==> config.mk <==
export PLATFORM = sky130hd
export DESIGN_NAME = fetch_unit_rv32i
export DESIGN_NICKNAME = d
export VERILOG_FILES = /design/src/rtl/fetch_unit_rv32i_pkg.sv /design/src/rtl/fetch_unit_rv32i_fifo.sv /design/src/rtl/fetch_unit_rv32i.sv
export SDC_FILE = /design/constraint.sdc
export NUM_CORES = 1
export LEC_CHECK = 0
export ABC_AREA = 1
export CORE_ASPECT_RATIO = 1.2
export CORE_MARGIN = 10
export CORE_UTILIZATION = 45
export DETAILED_ROUTE_END_ITERATION = 7
export MAX_ROUTING_LAYER = met4
export PLACE_DENSITY = 0.79
export SETUP_SLACK_MARGIN = 0.02
export SLEW_MARGIN = 10
export SYNTH_ARGS = -nofsm -noshare
export SYNTH_HDL_FRONTEND = slang
export SYNTH_SLANG_ARGS = --single-unit
==> constraint.sdc <==
create_clock -name i_Clock -period 16.5 [get_ports i_Clock]
set_clock_uncertainty 0.1 [all_clocks]
set_input_delay 3.3 -clock i_Clock [delete_from_list [all_inputs] [get_ports i_Clock]]
set_output_delay 3.3 -clock i_Clock [all_outputs]
set_load 0.05 [all_outputs]
==> src/rtl/fetch_unit_rv32i_pkg.sv <==
// fetch_unit_rv32i_pkg: shared types for the RV32I fetch unit (fetch entry, FSM states, instruction width)
package fetch_unit_rv32i_pkg;
  localparam int ILEN = 32;
  typedef struct packed {
    logic [ILEN-1:0] pc;
    logic [ILEN-1:0] inst;
  } FetchEntry;
`ifdef FETCH_MISALIGN_CHECK_EN
  typedef enum logic [1:0] {IDLE, RUN, HALT} fetch_state_e;
`else
  typedef enum logic [1:0] {IDLE, RUN} fetch_state_e;
`endif
endpackage

==> src/rtl/fetch_unit_rv32i_fifo.sv <==
// fetch_fifo: 2-entry FIFO of FetchEntry with synchronous clear
// Ports: clk_i, rst_i (async, active-high), push_i/push_data_i, pop_i, clear_i, head_o (entry at head), count_o (occupancy 0..2)
module fetch_fifo import fetch_unit_rv32i_pkg::*; (
  input  logic       clk_i,
  input  logic       rst_i,
  input  logic       push_i,
  input  FetchEntry  push_data_i,
  input  logic       pop_i,
  input  logic       clear_i,
  output FetchEntry  head_o,
  output logic [1:0] count_o
);
  FetchEntry mem_q [2];
  logic wr_q, rd_q, push, pop;
  logic [1:0] cnt_q;
  assign pop = pop_i && cnt_q != 2'd0;
  // a full FIFO can still take a push when the head leaves in the same cycle
  assign push = push_i && (cnt_q != 2'd2 || pop);
  assign head_o = mem_q[rd_q];
  assign count_o = cnt_q;
  always_ff @(posedge clk_i or posedge rst_i)
    if (rst_i) begin
      mem_q <= '{default: '0};
      wr_q <= 1'b0;
      rd_q <= 1'b0;
      cnt_q <= 2'd0;
    end else if (clear_i) begin
      wr_q <= 1'b0;
      rd_q <= 1'b0;
      cnt_q <= 2'd0;
    end else begin
      if (push) begin
        mem_q[wr_q] <= push_data_i;
        wr_q <= ~wr_q;
      end
      if (pop) rd_q <= ~rd_q;
      cnt_q <= cnt_q + {1'b0, push} - {1'b0, pop};
    end
endmodule

==> src/rtl/fetch_unit_rv32i.sv <==
// fetch_unit_rv32i: RV32I instruction fetch unit with credit-limited requests, 2-entry buffer and redirect flushing
// Ports: i_Clock, i_Reset (async, active-high); memory side o_MemAddr/o_MemReq/i_MemReady, i_MemRdValid/i_MemRdData;
// decode side o_Inst/o_InstPC/o_InstValid/i_InstReady; execute side i_Redirect/i_RedirectPC;
// o_Fault (misaligned redirect) exists only when FETCH_MISALIGN_CHECK_EN is defined.
module fetch_unit_rv32i import fetch_unit_rv32i_pkg::*; #(
  parameter logic [31:0] RESET_PC = 32'h0000_0000
) (
  input  logic        i_Clock,
  input  logic        i_Reset,
  output logic [31:0] o_MemAddr,
  output logic        o_MemReq,
  input  logic        i_MemReady,
  input  logic        i_MemRdValid,
  input  logic [31:0] i_MemRdData,
  output logic [31:0] o_Inst,
  output logic [31:0] o_InstPC,
  output logic        o_InstValid,
  input  logic        i_InstReady,
  input  logic        i_Redirect,
  input  logic [31:0] i_RedirectPC
`ifdef FETCH_MISALIGN_CHECK_EN
  ,
  output logic        o_Fault
`endif
);
  fetch_state_e state_q;
  logic [31:0] pc_q, pc_d, redir_pc;
  logic [31:0] ifq_q [2];
  logic ifq_wr_q, ifq_rd_q, accept, push;
  logic [1:0] out_q, out_d, drop_q, drop_d, fifo_cnt;
  FetchEntry head, push_entry;
`ifdef FETCH_MISALIGN_CHECK_EN
  logic fault_q, bad_redir;
  assign bad_redir = |i_RedirectPC[1:0];
  assign redir_pc = i_RedirectPC;
  assign o_Fault = fault_q;
`else
  assign redir_pc = i_RedirectPC & 32'hFFFF_FFFC;
`endif
  assign o_MemAddr = pc_q;
  // credit: never more requests in flight than free buffer slots
  assign o_MemReq = state_q == RUN && !i_Redirect && ({1'b0, out_q} + {1'b0, fifo_cnt}) < 3'd2;
  assign accept = o_MemReq && i_MemReady;
  assign push = i_MemRdValid && !i_Redirect && drop_q == 2'd0;
  assign push_entry = '{pc: ifq_q[ifq_rd_q], inst: i_MemRdData};
  assign out_d = out_q + {1'b0, accept} - {1'b0, i_MemRdValid};
  // a redirect turns every still-unanswered request into one to discard
  assign drop_d = i_Redirect ? out_q - {1'b0, i_MemRdValid} : drop_q - {1'b0, i_MemRdValid && drop_q != 2'd0};
  assign pc_d = i_Redirect ? redir_pc : accept ? pc_q + 32'd4 : pc_q;
  assign o_InstValid = fifo_cnt != 2'd0;
  assign o_Inst = head.inst;
  assign o_InstPC = head.pc;
  always_ff @(posedge i_Clock or posedge i_Reset)
    if (i_Reset) begin
      state_q <= IDLE;
      pc_q <= RESET_PC;
      out_q <= 2'd0;
      drop_q <= 2'd0;
      ifq_q <= '{default: '0};
      ifq_wr_q <= 1'b0;
      ifq_rd_q <= 1'b0;
`ifdef FETCH_MISALIGN_CHECK_EN
      fault_q <= 1'b0;
`endif
    end else begin
      pc_q <= pc_d;
      out_q <= out_d;
      drop_q <= drop_d;
      // in-flight PCs retire with every response, kept or dropped, so they stay aligned with memory order
      if (accept) begin
        ifq_q[ifq_wr_q] <= pc_q;
        ifq_wr_q <= ~ifq_wr_q;
      end
      if (i_MemRdValid) ifq_rd_q <= ~ifq_rd_q;
`ifdef FETCH_MISALIGN_CHECK_EN
      if (i_Redirect) begin
        state_q <= bad_redir ? HALT : RUN;
        fault_q <= bad_redir;
      end else if (state_q == IDLE) state_q <= RUN;
`else
      state_q <= RUN;
`endif
    end
  fetch_fifo u_fifo (
    .clk_i      (i_Clock),
    .rst_i      (i_Reset),
    .push_i     (push),
    .push_data_i(push_entry),
    .pop_i      (o_InstValid && i_InstReady),
    .clear_i    (i_Redirect),
    .head_o     (head),
    .count_o    (fifo_cnt)
  );
endmodule

; ---- Word-level counts from Yosys, hierarchy flattened
; Cells that the tools add are included.
[word_totals]
register_bits = 235
inputBits = 70
out_inout_bits = 98
word_cells = 80
[classes]
addsub = 8
order_cmp = 7
n_eq_ne = 1
muxes = 20
bitwise = 9
reduce_logical = 20
[op_table]
columns = operator, n
row1 = $mux W64, 4
row2 = $mux W32, 6
row3 = $bwmux W128, 1
row4 = $bwmux W64, 1
row5 = $demux W64 S1, 1
row6 = $add A32 B3 Y32 const B, 1
row7 = $demux W32 S1, 1
row8 = $logic_and A1 B1 Y1, 11
row9 = $reduce_bool A2 Y1, 5
row10 = $ge A2 B2 Y1 const B, 4
row11 = $not A1 Y2, 4
row12 = $sub A2 B1 Y2, 4
row13 = $not A1 Y1, 5
row14 = $add A2 B1 Y2, 2
row15 = $lt A2 B1 Y1 const B, 2
row16 = $mux W1, 4
row17 = $mux W2, 2
row18 = $add A2 B2 Y3, 1
row19 = $lt A3 B2 Y1 const B, 1
row20 = $logic_not A2 Y1, 1
row21 = $ne A2 B2 Y1 const B, 1
row22 = $reduce_and A2 Y1, 1
row23 = $logic_not A1 Y1, 1
row24 = $logic_or A1 B1 Y1, 1

; ---- Longest topological paths before layout
; Gate-level depths: netlist of run 1.
[logic_depth]
word_depth = 8
depth_mapped = 11
mapped_depth_nobuf = 9

; ---- Modules after synthesis
; Synthesis of run 1 repeated with hierarchy kept, for this count alone.
[unflattened]
hier_cells = 1436
hier_area_um2 = 11566.1
[by_module_without_submodules]
columns = module, instances, cells_per_inst, area_per_inst_um2, seq_area_each_um2
row1 = fetch_fifo, 1, 807, 6337.3, 3303.2
row2 = fetch_unit_rv32i, 1, 629, 5228.8, 2427.3

; ---- Worst setup path after synthesis of run 1
; Ideal clock, no wire load.
[synth_timing]
path_kind = input to output
from = input port i_Redirect
to = output port o_MemReq
t_arrival_ns = 3.778
required_time_ns = 13.100
path_slack_ns = 9.322
stages = 3
path_buffers = 0
path_cell_list = inv_2 > nand3_1 > inv_1
[synth_between]
elab_chain_cells = 3
[synth_lines]
columns = element, line
row1 = from (decl), fetch_unit_rv32i.sv:19  ; input logic i_Redirect,
row2 = $logic_not A1 Y1, fetch_unit_rv32i.sv:42  ; assign o_MemReq = state_q == RUN && !i_Redirect && ({1'b0, out_q} + {1'b0, fifo_cnt}) < 3'd2;
row3 = $logic_and A1 B1 Y1 (2 in a row), fetch_unit_rv32i.sv:42
row4 = to (decl), fetch_unit_rv32i.sv:11  ; output logic o_MemReq,
; Every way passes these cells.

; ---- Worst setup path in the final report of run 1
; Same ends and word-level chain as after synthesis.

==> flow_metrics.tcl, run 1 <==
set metrics [dict create \
    drt_pass1_iterations 5 \
    die_area_mm2 0.0314 \
    yosysTopAreaCell "dfrtp_1" \
    clock_power_share_pct 19.6 \
    post-place-ws_ns 7.90 \
    routed_via_density 5.33 \
    drc_errors 0 \
    instances_no_fill 1846 \
    holdWs_ns 0.368 \
    clk_pin_slew_ns 0.06 \
    critical_path_class "in2out" \
    whs_endpoint "u_fifo.mem_q[21]" \
    fin_crit_ns 8.64 \
    drt-initial-drc-count 766 \
    fin_nets 1586 \
    synth.ff_latch_count 225 \
    synth-main-ff-cell "dfrtp_1" \
    multi_input_area_mm2 0.00475 \
    cts_sinks 225 \
    cp.required_ns 13.10 \
    gr-total-overflow 0 \
    fin_ws_ns 7.86 \
    maxCapViolations 0 \
    clk-insertion-delay-late_ns 0.50 \
    worstPathMaxFanout 38 \
    finalHoldViolCount 0 \
    syn_inst 1403 \
    root_buffer "clkbuf_16" \
    hpwl_um 19000 \
    fillers 2189 \
    dp_cells 1804 \
    floorplan.rows 62 \
    stdcell_area_mm2 0.0135 \
    synth_area_leaders "dfrtp_1, nand2_1, nand4_1" \
    rr_worst_depth 9 \
    yosysTopAreaCellShare_pct 50.6 \
    netSwitchingPower_mw 1.17 \
    cts_setup_buffers 0 \
    avgSynthCellArea_um2 7.92 \
    rsz0062_at_grt "false" \
    synthesis.area_mm2 0.0111 \
    regArea_mm2 0.00563 \
    leakagePower_nw 6.76 \
    comb_power_share_pct 46.7 \
    slew_viol_final 0 \
    wire_per_inst_um 16.5 \
    seqPwrFrac_pct 33.7 \
    tightest_slew_ns 1.03 \
    p_int_mw 1.44 \
    placed_area_mm2 0.0128 \
    setup.worst_path.start_class "input pin" \
    r2r_end "u_fifo.count_o[1]" \
    min_from "u_fifo.mem_q[21]" \
    grt_first_pass_wirelength_um 49600 \
    min_path_cells 2 \
    cts-resized-gates 0 \
    dieHeight_um 192 \
    power_mw 2.61 \
    period_share_pct 52.4 \
    cts_max_path_buffers 3 \
    rrSetupSlack_ns 13.60 \
    max-slew-margin-rel_pct 31.6 \
    arrival_ns 5.24 \
    seq_area_frac_synth_pct 50.6 \
    switching_share_pct 44.9 \
    ant_nets 0 \
    fmax_mhz 116 \
    htree_levels 1 \
    status "finished clean" \
    reg2reg_from "u_fifo.count_o[1]" \
    synth_edf_count 0 \
    drt-total-wl_um 30500 \
    antenna_found_initial 1 \
    cts_tree "built" \
    vdd_drop_max_v 0.0000912 \
    post-route-util_pct 56.0 \
    grt_pass1_vias 9623 \
    yosys_warnings 0 \
    postCtsHoldBufs 0 \
    setup_viol 0 \
    worst_setup_path_end_kind "output port" \
    io_pins 168 \
    grt_max_degree 148 \
    start_util_pct 46.1 \
    drive_above_1_share_pct 6.03 \
    area_growth_pct 21.4 \
    vias 9848 \
    port_buffers 161 \
    grt_use_total_pct 19.6 \
    async_flop_share_pct 100 \
    place.gp.congestion 0.907 \
    hold_path_class "reg2reg" \
    core_mm2 0.0241 \
    numCtsBuffers 23 \
    final.setup.tns_ns 0 \
    cellPowerDensity_mw_per_mm2 193 \
    synth_cell_type_count 32 \
    die_x_um 163 \
]
==> Yosys cell counts, drive strengths merged, types with 6 or more instances <==
cell type / n
dfrtp: 225
clkbuf: 39
nand2: 639
o21ai: 87
mux2: 30
nor2: 45
nand4: 125
inv: 71
ha: 6
buf: 56
nand3: 54
==> critical path, cell delays in order <==
cell and delay [ns]:
clkdlybuf4s50_1 0.45, buf_4 0.36, inv_2 0.20, nand3_1 0.13, inv_1 0.05, clkdlybuf4s50_1 0.73
==> cell families (layout without fill, tap and decap cells) <==
family,Yosys count,count (layout),share of synthesized area (%)
fa+ha+maj,7,7,0.855
other cells,2,6,0.0676
buf+inv,166,285,6.88
xor+xnor,8,8,0.630
compound gates,96,96,4.47
flops,225,225,50.6
simple gates,869,869,33.4
mux,30,30,3.04
==> worst max-delay path by stage <==
stage	from	to	slack [ns]	cells past startpoint
2_1_floorplan	i_Reset	drop_q[0]	6.94	1
3_3_place_gp	i_Redirect	o_MemReq	7.91	6
3_5_place_dp	i_Redirect	o_MemReq	7.90	6
4_1_cts	i_Redirect	o_MemReq	7.85	6
5_1_grt	i_Redirect	o_MemReq	7.78	6
6_report	i_Redirect	o_MemReq	7.86	6
==> per-layer routing <==
metal	track usage (%)	share of wire [%]	up-vias
li1	-	-	4751
met3	3.62	8.1	46
met1	24.8	42	4644
met2	31.8	47	407
met4	5.33	2.3	0
met5	-	0	-
==> layout make-up <==
class	instances	share of cell area, %
clock inverters	7	0.491
repair buffers	173	12.6
clock buffers	34	5.01
well taps	320	2.97
multi-input cells	1015	35.2
inverters	71	2.03
diodes	1	0.0185
flip-flops and latches	225	41.7
==> layout by cell type, fill, tap and decap left out, types with 3 or more instances in the layout <==
cell type and count:
clkbuf_1 5, buf_4 12, nand3_1 51, o21ai_0 75
nand4_1 124, xor2_1 5, clkinv_2 4, nand2_1 638
clkdlybuf4s50_1 161, inv_1 66, o211ai_1 5, nor2_1 44
ha_1 6, clkbuf_8 6, mux2_2 30, xnor2_1 3
o21ai_1 12, dfrtp_1 223, clkbuf_16 23, nand3_4 3
a21oi_1 3, inv_2 4, conb_1 5
==> power by group through the flow <==
stage	Clock, mW	Sequential (mW)	Combinational (mW)
after global placement	0	0.874	1.20
after floorplan	0	0.910	0.816
after CTS	0.522	0.877	1.23
final	0.512	0.879	1.22
after global routing	0.543	0.905	1.32
after detailed placement	0	0.883	1.22
==> registers in the layout, summed over array words and instances (netlist names) <==
register / flops
drop_q: 2
ifq_q: 60
ifq_rd_q: 1
ifq_wr_q: 1
o_MemAddr: 30
out_q: 2
state_q: 1
u_fifo.count_o: 2
u_fifo.mem_q: 124
u_fifo.rd_q: 1
u_fifo.wr_q: 1
Power figures use the tool's default switching activity.
==> run 2: changes to the inputs <==
--- a/config.mk
+++ b/config.mk
@@ -11,7 +11,7 @@
 export CORE_UTILIZATION = 45
 export DETAILED_ROUTE_END_ITERATION = 7
 export MAX_ROUTING_LAYER = met4
-export PLACE_DENSITY = 0.79
+export PLACE_DENSITY = 0.82
 export SETUP_SLACK_MARGIN = 0.02
 export SLEW_MARGIN = 10
 export SYNTH_ARGS = -nofsm -noshare
==> constraint.sdc (replaced) <==
create_clock -name i_Clock -period 7.5 [get_ports i_Clock]
set_clock_uncertainty 0.1 [all_clocks]
set_input_delay 1.5 -clock i_Clock [delete_from_list [all_inputs] [get_ports i_Clock]]
set_output_delay 1.5 -clock i_Clock [all_outputs]
set_load 0.05 [all_outputs]
==> flow_metrics.tcl, run 2 (synthesis gave the netlist of run 1 again) <==
set metrics [dict create \
    drt_pass1_iterations 5 \
    post-place-ws_ns 2.47 \
    regMostFlops "u_fifo.mem_q" \
    grt-busiest-layer "met2" \
    status "finished clean" \
    routed_via_density 5.40 \
    met1_usage_pct 25.7 \
    antenna_cells 0 \
    gr-total-overflow 0 \
    worstPathMaxFanout 38 \
    drc_errors 0 \
    final_cell_mix "nand2_1, dfrtp_1, clkdlybuf4s50_1, nand4_1, o21ai_0" \
    startpoint "i_Redirect" \
    drive_above_1_share_pct 6.34 \
    clk_pin_slew_ns 0.06 \
    seqPwrFrac_pct 33.4 \
    drt-initial-drc-count 732 \
    min_from "ifq_rd_q" \
    grt_use_total_pct 19.8 \
    use_met3_pct 2.72 \
    io_pins 168 \
    fin_ws_ns 2.47 \
    drt-total-wl_um 30400 \
    setup.worst_path.start_class "input pin" \
    grt_max_degree 156 \
    switching_share_pct 44.6 \
    slew_viol_final 0 \
    cp_cell_sequence "clkdlybuf4s50_1 > buf_4 > inv_2 > nand3_1 > inv_1 > clkdlybuf4s50_1" \
    grt_pass1_vias 9932 \
    clock_power_share_pct 20.6 \
    cts_sinks 225 \
    vias 9981 \
    period_share_pct 67.0 \
    cts-resized-gates 0 \
    port_buffers 161 \
    hpwl_um 18900 \
    rr_worst_depth 10 \
    slowest_delay_ns 0.70 \
    regArea_mm2 0.00563 \
    netSwitchingPower_mw 2.59 \
    max-slew-margin-rel_pct 39.2 \
    fin_nets 1589 \
    fin_crit_ns 5.03 \
    largest_register_ffs 124 \
    ant_nets 0 \
    cts_max_path_buffers 3 \
    arrival_ns 3.43 \
    place.gp.congestion 0.906 \
    fillers 2158 \
    die_x_um 163 \
    area_growth_pct 22.2 \
    vdd_drop_max_v 0.000170 \
    final.setup.tns_ns 0 \
    cp_top_family "buffers and inverters" \
    final_common_cell "nand2_1" \
    post-route-util_pct 56.3 \
    wire_per_inst_um 16.5 \
    dieHeight_um 192 \
    finalHoldViolCount 0 \
    start_util_pct 46.1 \
    root_buffer "clkbuf_16" \
    reg2reg_from "out_q[0]" \
    maxCapViolations 0 \
    comb_power_share_pct 45.9 \
    rsz0062_at_grt "false" \
    min_path_cells 1 \
    floorplan.rows 62 \
    tightest_slew_ns 0.911 \
    leakagePower_nw 6.80 \
    p_int_mw 3.22 \
    crit_buf_inv 5 \
    postCtsHoldBufs 0 \
    cp.required_ns 5.90 \
    multi_input_area_mm2 0.00475 \
    hold_path_class "reg2reg" \
    holdWs_ns 0.368 \
    worst_setup_path_end_kind "output port" \
    htree_levels 1 \
    cp_common_cell "clkdlybuf4s50_1" \
    cellPowerDensity_mw_per_mm2 428 \
    die_area_mm2 0.0314 \
    crit_slowest_cell "clkdlybuf4s50_1" \
    core_mm2 0.0241 \
    fmax_mhz 199 \
    antenna_found_initial 0 \
    clk-insertion-delay-late_ns 0.52 \
    cts_setup_buffers 0 \
    setup_viol 0 \
    numCtsBuffers 24 \
    path_depth 6 \
    critical_path_class "in2out" \
    use_met2_pct 31.5 \
    grt_first_pass_wirelength_um 50300 \
    cts_tree "built" \
]
run 2: changes by cell type in the layout (fill, tap and decap cells not counted), sizes merged:
cell and change:
clkinvlp +1, inv -1, clkbuf +3, diode -1, buf +2
run 2: path summary, 6_finish.rpt:
path,endpoint,slack [ns]
worst min register to register,ifq_rd_q,0.37
max in group asynchronous,u_fifo.rd_q,4.45
worst max-delay path,o_MemReq,2.47
worst min-delay path,ifq_rd_q,0.37
min in group asynchronous,u_fifo.mem_q[2],1.52
worst max register to register,ifq_q[8],4.69
run 2: stage by stage:
stage,power [mW],area [um2],std cells
after floorplan,3.80,11100,1406
after global placement,4.55,12800,1806
after detailed placement,4.62,12800,1806
after CTS,5.84,13600,1850
after global routing,6.17,13600,1850
final,5.81,13600,1850
run 2: per-layer routing:
layer,vias up,wire (um)
li1,4765,-
met1,4747,13000
met2,408,14400
met3,61,2220
met4,0,822
met5,-,0
run 2: area by class of cell:
| class | count | share of cell area, % |
|---|---|---|
| sequential | 225 | 41.5 |
| multi-input combinational | 1015 | 34.9 |
| clock buffer | 37 | 5.45 |
| timing repair buffer | 175 | 12.7 |
| clock inverter | 7 | 0.488 |
| tap | 320 | 2.95 |
| inverter | 71 | 1.99 |
run 2: power groups by stage:
stage | Sequential (mW) | Combinational [mW] | Clock, mW
global route | 2.00 | 2.90 | 1.27
detailed placement | 1.95 | 2.67 | 0
finish | 1.94 | 2.67 | 1.20
CTS | 1.93 | 2.69 | 1.22
global placement | 1.93 | 2.62 | 0
floorplan | 2.00 | 1.79 | 0
==> run 3: changes to the inputs <==
--- a/config.mk
+++ b/config.mk
@@ -11,7 +11,7 @@
 export CORE_UTILIZATION = 45
 export DETAILED_ROUTE_END_ITERATION = 7
 export MAX_ROUTING_LAYER = met4
-export PLACE_DENSITY = 0.82
+export PLACE_DENSITY = 0.79
 export SETUP_SLACK_MARGIN = 0.02
 export SLEW_MARGIN = 10
 export SYNTH_ARGS = -nofsm -noshare
==> constraint.sdc (replaced) <==
create_clock -name i_Clock -period 5.23 [get_ports i_Clock]
set_clock_uncertainty 0.1 [all_clocks]
set_input_delay 1.046 -clock i_Clock [delete_from_list [all_inputs] [get_ports i_Clock]]
set_output_delay 1.046 -clock i_Clock [all_outputs]
set_load 0.05 [all_outputs]
==> flow_metrics.tcl, run 3 (synthesis gave the netlist of run 1 again) <==
set metrics [dict create \
    fmax_mhz 240 \
    wire_per_inst_um 16.5 \
    clk-insertion-delay-late_ns 0.52 \
    drt-initial-drc-count 750 \
    grt_first_pass_wirelength_um 49700 \
    antenna_found_initial 0 \
    cp_cell_sequence "clkdlybuf4s50_1 > inv_2 > nand3_1 > inv_1 > clkdlybuf4s50_1" \
    status "finished clean" \
    routed_via_density 5.33 \
    drive_above_1_share_pct 6.72 \
    area_growth_pct 22.8 \
    drt_pass1_iterations 5 \
    grt_pass1_vias 9632 \
    vdd_drop_max_v 0.000299 \
    reg2reg_from "u_fifo.count_o[1]" \
    setup_viol 0 \
    numCtsBuffers 24 \
    rsz0062_at_grt "false" \
    placed_area_mm2 0.0128 \
    stdcell_area_mm2 0.0137 \
    grt_use_total_pct 19.6 \
    max-slew-margin-rel_pct 38.4 \
    multi_input_area_mm2 0.00475 \
    largest_register_ffs 124 \
    crit_buf_inv 4 \
    worst_setup_path_end_kind "output port" \
    dieHeight_um 192 \
    cts_setup_buffers 0 \
    fin_crit_ns 4.17 \
    die_x_um 163 \
    clk_pin_slew_ns 0.06 \
    slew_viol_final 0 \
    htree_levels 1 \
    period_share_pct 79.8 \
    fin_nets 1592 \
    drc_errors 0 \
    regArea_mm2 0.00563 \
    root_buffer "clkbuf_16" \
    worstPathMaxFanout 11 \
    dp_cells 1809 \
    drt-total-wl_um 30600 \
    gr-total-overflow 0 \
    r2r_end "ifq_q[44]" \
    fillers 2122 \
    regMostFlops "u_fifo.mem_q" \
    cts_sinks 225 \
    cp.required_ns 4.08 \
    hpwl_um 19400 \
    finalHoldViolCount 0 \
    rr_worst_depth 7 \
    instances_no_fill 1852 \
    hold_path_class "reg2reg" \
    vias 9876 \
    power_mw 8.40 \
    rrSetupSlack_ns 2.49 \
    leakagePower_nw 6.84 \
    critical_path_class "in2out" \
    slowest_delay_ns 0.80 \
    tightest_slew_ns 0.924 \
    cts_max_path_buffers 3 \
    crit_slowest_cell "clkdlybuf4s50_1" \
    arrival_ns 3.03 \
    ant_nets 0 \
    critPathCapture "o_MemReq" \
    start_util_pct 46.1 \
    postCtsHoldBufs 0 \
    io_pins 168 \
    maxCapViolations 0 \
    post-place-ws_ns 1.06 \
    setup.worst_path.start_class "input pin" \
    cts-resized-gates 0 \
    path_depth 5 \
    die_area_mm2 0.0314 \
    grt_max_degree 127 \
    final.setup.tns_ns 0 \
    startpoint "i_Redirect" \
    cp_common_cell "clkdlybuf4s50_1" \
    floorplan.rows 62 \
    port_buffers 161 \
    cts_tree "built" \
    cellPowerDensity_mw_per_mm2 616 \
    cp_top_family "buffers and inverters" \
    fin_ws_ns 1.06 \
    core_mm2 0.0241 \
    antenna_cells 0 \
    final_common_cell "nand2_1" \
    final_cell_mix "nand2_1, dfrtp_1, clkdlybuf4s50_1, nand4_1, o21ai_0" \
    place.gp.congestion 0.915 \
]
==> run 3: layer usage <==
layer  vias up  share of wire (%)  track usage [%]
met5         -                  0                -
met1      4670                 43             24.9
met2       392                 47             31.3
met3        48                7.5             3.47
met4         0                2.5             6.33
li1       4766                  -                -
==> run 3: how the worst min path moves through the flow <==
stage,startpoint,endpoint,slack (ns),cells past startpoint
after floorplan,u_fifo.mem_q[0],u_fifo.mem_q[0],0.34,2
after global placement,u_fifo.mem_q[70],u_fifo.mem_q[70],0.35,2
after detailed placement,u_fifo.mem_q[7],u_fifo.mem_q[7],0.36,2
after CTS,u_fifo.mem_q[7],u_fifo.mem_q[7],0.37,2
after global routing,u_fifo.mem_q[24],u_fifo.mem_q[24],0.39,2
final,u_fifo.mem_q[12],u_fifo.mem_q[12],0.37,2
==> run 3: per-stage QoR <==
step / util (%) / hold WS, ns
2_1_floorplan: - / 0.342
3_3_place_gp: 53.1 / 0.353
3_5_place_dp: 53.1 / 0.358
4_1_cts: 56.6 / 0.372
5_1_grt: 56.6 / 0.390
6_report: 56.6 / 0.371
==> run 3: report_power, final <==
group / switching, mW / internal, mW
Sequential: 0.417 / 2.39
Clock: 0.710 / 1.07
Combinational: 2.61 / 1.21
==> run 3: worst min-delay path, delay by kind of cell (launching register included) <==
| family | cells | cell delay, ns |
|---|---|---|
| flops | 1 | 0.34 |
| simple gates | 2 | 0.09 |
==> run 3: area by class of cell <==
cell class | instances | area share, %
multi-input combinational | 1015 | 34.8
clock buffer | 33 | 5.32
timing repair buffer | 178 | 12.9
sequential | 225 | 41.3
tap | 320 | 2.93
clock inverter | 10 | 0.816
inverter | 71 | 1.98
